$ cat src/rtl/fifo_multi.sv
// Multi-lane FIFO: up to IN_W packed enqueues and OUT_W in-order dequeues per cycle.
// Status and read ports come from registered pointers only; no write-to-read bypass.
module fifo_multi #(
    parameter int WIDTH     = 32,
    parameter int NUM       = 8,
    parameter int IN_W      = 2,
    parameter int OUT_W     = 2,
    parameter int AF_THRESH = 2
) (
    input  logic                             clk,
    input  logic                             rst,
    input  logic                             IN_flush,
    input  logic [IN_W-1:0]                  IN_valid,
    input  logic [IN_W-1:0][WIDTH-1:0]       IN_data,
    output logic                             OUT_ready,
    output logic [OUT_W-1:0]                 OUT_valid,
    output logic [OUT_W-1:0][WIDTH-1:0]      OUT_data,
    input  logic [$clog2(OUT_W):0]           IN_deq,
    output logic [$clog2(NUM):0]             OUT_count,
    output logic [$clog2(NUM):0]             OUT_free,
    output logic                             OUT_almostFull
);

    localparam int AW = $clog2(NUM);
    localparam int PW = AW + 1;

    logic [PW-1:0]    wr_q, wr_d;
    logic [PW-1:0]    rd_q, rd_d;
    logic [WIDTH-1:0] mem_q [NUM];
    logic [WIDTH-1:0] mem_d [NUM];
    logic [PW-1:0]    count;
    logic [PW-1:0]    wr_off;
    logic             accept;

    // Handshake: OUT_ready depends only on registered occupancy; when it is high
    // every set IN_valid lane is taken at the edge, otherwise the producer holds.
    // OUT_valid is a prefix mask; the consumer takes IN_deq of those lanes.
    always_comb begin
        count          = wr_q - rd_q;
        OUT_count      = count;
        OUT_free       = PW'(NUM) - count;
        OUT_ready      = 32'(OUT_free) >= 32'(IN_W);
        OUT_almostFull = 32'(OUT_free) <= 32'(AF_THRESH);
        for (int i = 0; i < OUT_W; i++) begin
            OUT_valid[i] = 32'(count) > 32'(i);
            OUT_data[i]  = mem_q[AW'(rd_q + PW'(i))];
        end
    end

    always_comb begin
        mem_d  = mem_q;
        wr_off = '0;
        accept = OUT_ready && !IN_flush;
        // Valid lanes pack into consecutive slots; index truncation wraps modulo NUM.
        for (int i = 0; i < IN_W; i++) begin
            if (accept && IN_valid[i]) begin
                mem_d[AW'(wr_q + wr_off)] = IN_data[i];
                wr_off = wr_off + PW'(1);
            end
        end
        wr_d = IN_flush ? '0 : wr_q + wr_off;
        rd_d = IN_flush ? '0 : rd_q + PW'(IN_deq);
    end

    always_ff @(posedge clk or posedge rst) begin
        if (rst) begin
            wr_q <= '0;
            rd_q <= '0;
        end else begin
            wr_q <= wr_d;
            rd_q <= rd_d;
        end
    end

    always_ff @(posedge clk) begin
        mem_q <= mem_d;
    end

    // Taking more entries than are presented is a consumer error.
    deq_legal_a: assert property (@(posedge clk) disable iff (rst)
        32'(IN_deq) <= ((32'(count) < 32'(OUT_W)) ? 32'(count) : 32'(OUT_W)));

endmodule

$ cat config.mk
export PLATFORM = sky130hd
export DESIGN_NAME = fifo_multi
export DESIGN_NICKNAME = d
export VERILOG_FILES = /design/src/rtl/fifo_multi.sv
export SDC_FILE = /design/constraint.sdc
export NUM_CORES = 1
export LEC_CHECK = 0
export BUFFER_PORTS_ARGS = -buffer_cell sky130_fd_sc_hd__buf_2
export CORE_MARGIN = 4
export CORE_UTILIZATION = 55
export DETAILED_ROUTE_END_ITERATION = 10
export PLACE_DENSITY = 0.87
export SETUP_SLACK_MARGIN = 0.4
export SLEW_MARGIN = 20
export SYNTH_ARGS = -nofsm -noshare
export SYNTH_HDL_FRONTEND = slang
export SYNTH_SLANG_ARGS = --single-unit
$ cat constraint.sdc
create_clock -name clk -period 8.4 [get_ports clk]
set_input_delay 0.42 -clock clk [delete_from_list [all_inputs] [get_ports clk]]
set_output_delay 0.42 -clock clk [all_outputs]
set_load 0.01 [all_outputs]
After elaboration in Yosys (flattened, before gate mapping)

Cells that the tools add are included.

Reduce and logical (&&, ||, !) cells: 6
Mux-type cells: 18
Order comparisons: 10
Bitwise operators: 4
Add/subtract/negate cells: 7

Operators by type and width:

| operator              | count |
|---|---|
| $bwmux W256           | 2 |
| $mux W256             | 2 |
| $bmux W32 S3          | 2 |
| $demux W32 S3         | 2 |
| $mux W32              | 6 |
| $ge A4 B4 Y1 const B  | 4 |
| $not A3 Y4            | 4 |
| $mux W4               | 3 |
| $gt A4 B1 Y1 const B  | 2 |
| $lt A4 B1 Y1 const B  | 2 |
| $logic_and A1 B1 Y1   | 5 |
| $add A4 B1 Y4 const B | 1 |
| $add A4 B2 Y4         | 1 |
| $add A4 B4 Y4         | 1 |
| $ge A4 B2 Y1 const B  | 1 |
| $le A4 B2 Y1 const B  | 1 |
| $sub A4 B4 Y4         | 1 |
| $sub A4 B4 Y4 const A | 1 |
| $add A3 B1 Y3 const B | 1 |
| $add A3 B3 Y3         | 1 |
| $logic_not A1 Y1      | 1 |
| $mux W1               | 1 |

Output and inout port bits: 76
Register bits after elaboration: 264

Depth between registers and ports, before layout

Depth in word-level cells: 14
Depth in mapped cells: 19
Gate-level depth less buffers: 16

Worst setup path before layout

Ideal clock, no wire load.

Path kind: flip-flop to flip-flop
From: register rd_q[1]
To: register mem_q[203] in the netlist's numbering
Path buffers: 4
Period minus slack after synthesis: 4.185 ns
Library setup time: 0.072 ns
Stages on the path, launching flop included: 19
Data required time: 8.328 ns
Arrival: 4.113 ns
Slack: 4.215 ns
Cells stage by stage: dfrtp_1 -> clkbuf_1 -> buf_2 -> buf_2 -> inv_1 -> ha_1 -> nand3b_1 -> nand2_1 -> xnor2_4 -> nor2_2 -> nor2_1 -> ha_1 -> ha_1 -> nor3b_1 -> nand2_1 -> a21oi_1 -> clkbuf_1 -> a31oi_1 -> a2bb2oi_1

RTL lines:

| item                     | line | source |
|---|---|---|
| start: declaration       | 28   | `logic [PW-1:0] rd_q, rd_d;` |
| start signal: assignment | 71   | `rd_q <= rd_d;` |
| end signal: assignment   | 76   | `mem_q <= mem_d;` |
| end: declaration         | 29   | `logic [WIDTH-1:0] mem_q [NUM];` |

==> run_results.csv <==
group,metric,value,unit
power_and_ir_drop,p_switching,0.00281,W
synth,synth_compound_area_share,20.5,%
critical_path,worstPathArrival,6.33,ns
flow_run,max_cap_violations,0,
route,highest_layer,"met5",
global_routing,first_global_vias,16200,
global_routing,antenna_found_initial,6,
clocking,clock-sinks,264,
synth,ys_seq_area_share,33.4,%
cells_and_area,seq_area,5330,um2
timing,finalSetupViolCount,0,
synth,synth_ff_type,"dfxtp_1",
synth,syn_nets,1928,
cells_and_area,area_delta_synth_final,9.31,%
timing,tightest_slew,1.15,ns
power_and_ir_drop,p_total,0.00676,W
floorplan,fp.dieW,178,um
timing,slew_violations,0,
synth,synth-edff-count,0,
clocking,numCtsBuffers,29,
critical_path,worst-path-buf-inv,1,
synth,syn_area,16000,um2
synth,synth_adder_area_share,1.47,%
route,drc_errors,0,
placed_design,hpwl,32300,um
power_and_ir_drop,combPwrFrac,46.6,%
cells_and_area,final_nets,1895,
global_routing,grt_max_degree,85,
clocking,cts_resized,0,
critical_path,endpoint_kind,"register",
route,wl_per_cell,25.7,um
floorplan,num_rows,62,
placed_design,post-place-cells,2159,
route,routed_wl,56900,um
clocking,cts_root_buffer,"clkbuf_16",
timing,timing_hold_violations_final,0,
power_and_ir_drop,ir_drop,0.000239,V
critical_path,slowest_delay,0.77,ns
power_and_ir_drop,power_density,388,nW/um2
timing,rsz0062_at_grt,"false",
critical_path,crit_slowest_cell,"a21oi_2",
timing,period_minus_slack,5.85,ns
critical_path,crit_required,8.88,ns
floorplan,start_util,55.7,%
critical_path,cpMostUsedCell,"ha_1",
hold_path,hp-class,"in2reg",
global_routing,grt.total_usage,34.7,%
cells_and_area,utilization,60.9,%
route,m1WireLength,18800,um
floorplan,ios,147,
power_and_ir_drop,p_clk_share,21.3,%
route,drtIter0Drc,2988,
synth,synthXorXnorAreaFrac,1.09,%
global_routing,grt_first_pass_wirelength,87900,um
clocking,clock_latency,0.57,ns
synth,synthMuxAreaShare,20.3,%
critical_path,path_class,"reg2reg",
critical_path,r2r_setup_slack,2.55,ns
synth,syn_inst,1840,
synth,synth-simple-area-share,15.4,%
cells_and_area,multi_input_area,9520,um2
synth,synth_top_family_by_area,"compound AO/OA/AOI/OAI gates",
cells_and_area,num-fill-cells,2298,
route,num_vias,16300,
route,post_drt_via_cell_ratio,7.35,
power_and_ir_drop,sw_frac_of_total,41.5,%
cells_and_area,drive_gt1_share,23.4,%
floorplan,coreArea,28600,um2
synth,synth-seq-cells,264,
critical_path,critPathTopFamily,"adder cells",
timing,fin_tns_setup,0,ns
cells_and_area,instances_no_fill,2216,
route,drt_first_pass_iters,8,
power_and_ir_drop,power_frac_seq,32.1,%
synth,synthArstFlopShare,3.03,%
clocking,clkTransAtPathRegs,0.06,ns
outcome,status,"complete, no violations",
critical_path,cp_cell_sequence,"ha_1 -> fa_1 -> ha_1 -> nand3_1 -> xnor2_2 -> xnor2_4 -> nor2_2 -> nor2_1 -> ha_1 -> ha_1 -> nor3b_1 -> nand2_1 -> a21oi_2 -> buf_4 -> a31oi_1 -> a2bb2oi_1",
route,postRouteAntennaNets,0,
timing,maxSlewHeadroom,23.0,%
critical_path,worstPathMaxFanout,36,
clocking,cts_htree_levels,1,
placed_design,place.gp.congestion,0.885,
cells_and_area,layout_common_cells,"a31oi_1 (256), dfxtp_1 (256), nand2_1 (232), nor2_1 (204), buf_2 (146)",
floorplan,die_area,31800,um2
power_and_ir_drop,internal-power,0.00395,W
route,dr_wl_met2,25000,um
synth,ys_warn_count,0,
timing,fin_crit_sh,69.7,%
timing,hold_ws,0.167,ns
floorplan,fp.dieH,178,um
synth,yosysUniqueCellTypes,41,
clocking,tritoncts,"yes",
route,wl_met3,9010,um
timing,clock.fmax,171,MHz
critical_path,start_kind,"register",
power_and_ir_drop,power.leakage,6.54,nW
global_routing,grt_remaining_overflow,0,
clocking,clockBufferDepth,3,
placed_design,io_buffers,146,
synth,synth_area_per_cell,8.67,um2
timing,skew,0.0253,ns
## layer usage
| metal | vias to the layer above | global-route usage (%) |
|---|---|---|
| met1 | 7541 | 43.1 |
| met2 | 1627 | 53.2 |
| li1 | 6710 | - |
| met5 | - | 0 |
| met4 | 8 | 21.6 |
| met3 | 395 | 10.1 |
## power groups by stage
stage	clock network, W	registers [W]	logic, W
after floorplan	0	0.00200	0.00235
after global placement	0	0.00212	0.00295
after detailed placement	0	0.00216	0.00305
after CTS	0.00144	0.00215	0.00308
after global routing	0.00149	0.00222	0.00337
final	0.00144	0.00217	0.00315
## Yosys cell counts, drive strengths merged, types with 4 or more instances
| cell type | n | area [um2] |
|---|---|---|
| a21oi | 71 | 355 |
| a2bb2oi | 64 | 561 |
| a31oi | 256 | 1600 |
| buf | 92 | 614 |
| clkbuf | 152 | 603 |
| dfrtp | 8 | 200 |
| dfxtp | 256 | 5120 |
| ha | 14 | 175 |
| inv | 9 | 33.8 |
| mux2 | 32 | 360 |
| mux4 | 128 | 2880 |
| nand2 | 236 | 886 |
| nand3 | 131 | 656 |
| nor2 | 213 | 802 |
| nor2b | 5 | 31.3 |
| o211ai | 4 | 50.1 |
| o21ai | 134 | 674 |
| xnor2 | 10 | 114 |
| xor2 | 6 | 60.1 |
## area by class of cell
class,instances,area share (%)
multi-input cells,1322,54.6
flip-flops and latches,264,30.6
clock inverters,16,1.38
well taps,384,2.75
inverters,10,0.222
diodes,2,0.0287
clock buffers,38,4.76
repair buffers,180,5.67
## sequential cells by signal, summed over array words and instances, names as in the netlist
name	cells
rd_q	4
wr_q	4
mem_q	256
## what timing repair did
item	4_1_cts	5_1_grt
setup buffers	0	0
endpoints found under the hold margin	8	0
hold buffers	1	0
## worst register-to-register path: stages, from the launching register on
cell and delay, ns:
dfrtp_4 0.71, ha_1 0.32, fa_1 0.59, ha_1 0.29
nand3_1 0.15, xnor2_2 0.21, xnor2_4 0.52, nor2_2 0.14
nor2_1 0.19, ha_1 0.18, ha_1 0.26, nor3b_1 0.53
nand2_1 0.14, a21oi_2 0.77, buf_4 0.50, a31oi_1 0.10
a2bb2oi_1 0.17
## final timing paths
| path | start | end | cells past startpoint |
|---|---|---|---|
| worst min register to register | mem_q[143]$_DFF_P_ | mem_q[143]$_DFF_P_ | 2 |
| worst max-delay path | rd_q[0]$_DFF_PP0_ | mem_q[213]$_DFF_P_ | 16 |
| worst min-delay path | IN_flush | rd_q[0]$_DFF_PP0_ | 2 |
| worst max register to register | rd_q[0]$_DFF_PP0_ | mem_q[213]$_DFF_P_ | 16 |
| min in group asynchronous | rst | wr_q[1]$_DFF_PP0_ | 3 |
| max in group asynchronous | rst | rd_q[0]$_DFF_PP0_ | 3 |
## cells by family (layout without fill, tap and decap cells)
group	Yosys count	count (layout)
and+or+nand+nor	596	596
AOI/OAI and AO/OA	533	533
DFF	264	264
buffers and inverters	254	244
muxes	160	160
adders and majority gates	17	17
xor gates and xnor gates	16	16
other	0	2
## stage by stage
step / cell area [um2] / setup slack, ns
6_report: 17400 / 2.55
2_1_floorplan: 16000 / 4.22
4_1_cts: 17400 / 2.75
3_3_place_gp: 16400 / 2.97
3_5_place_dp: 16400 / 2.77
5_1_grt: 17400 / 2.37
Power figures use the tool's default switching activity.
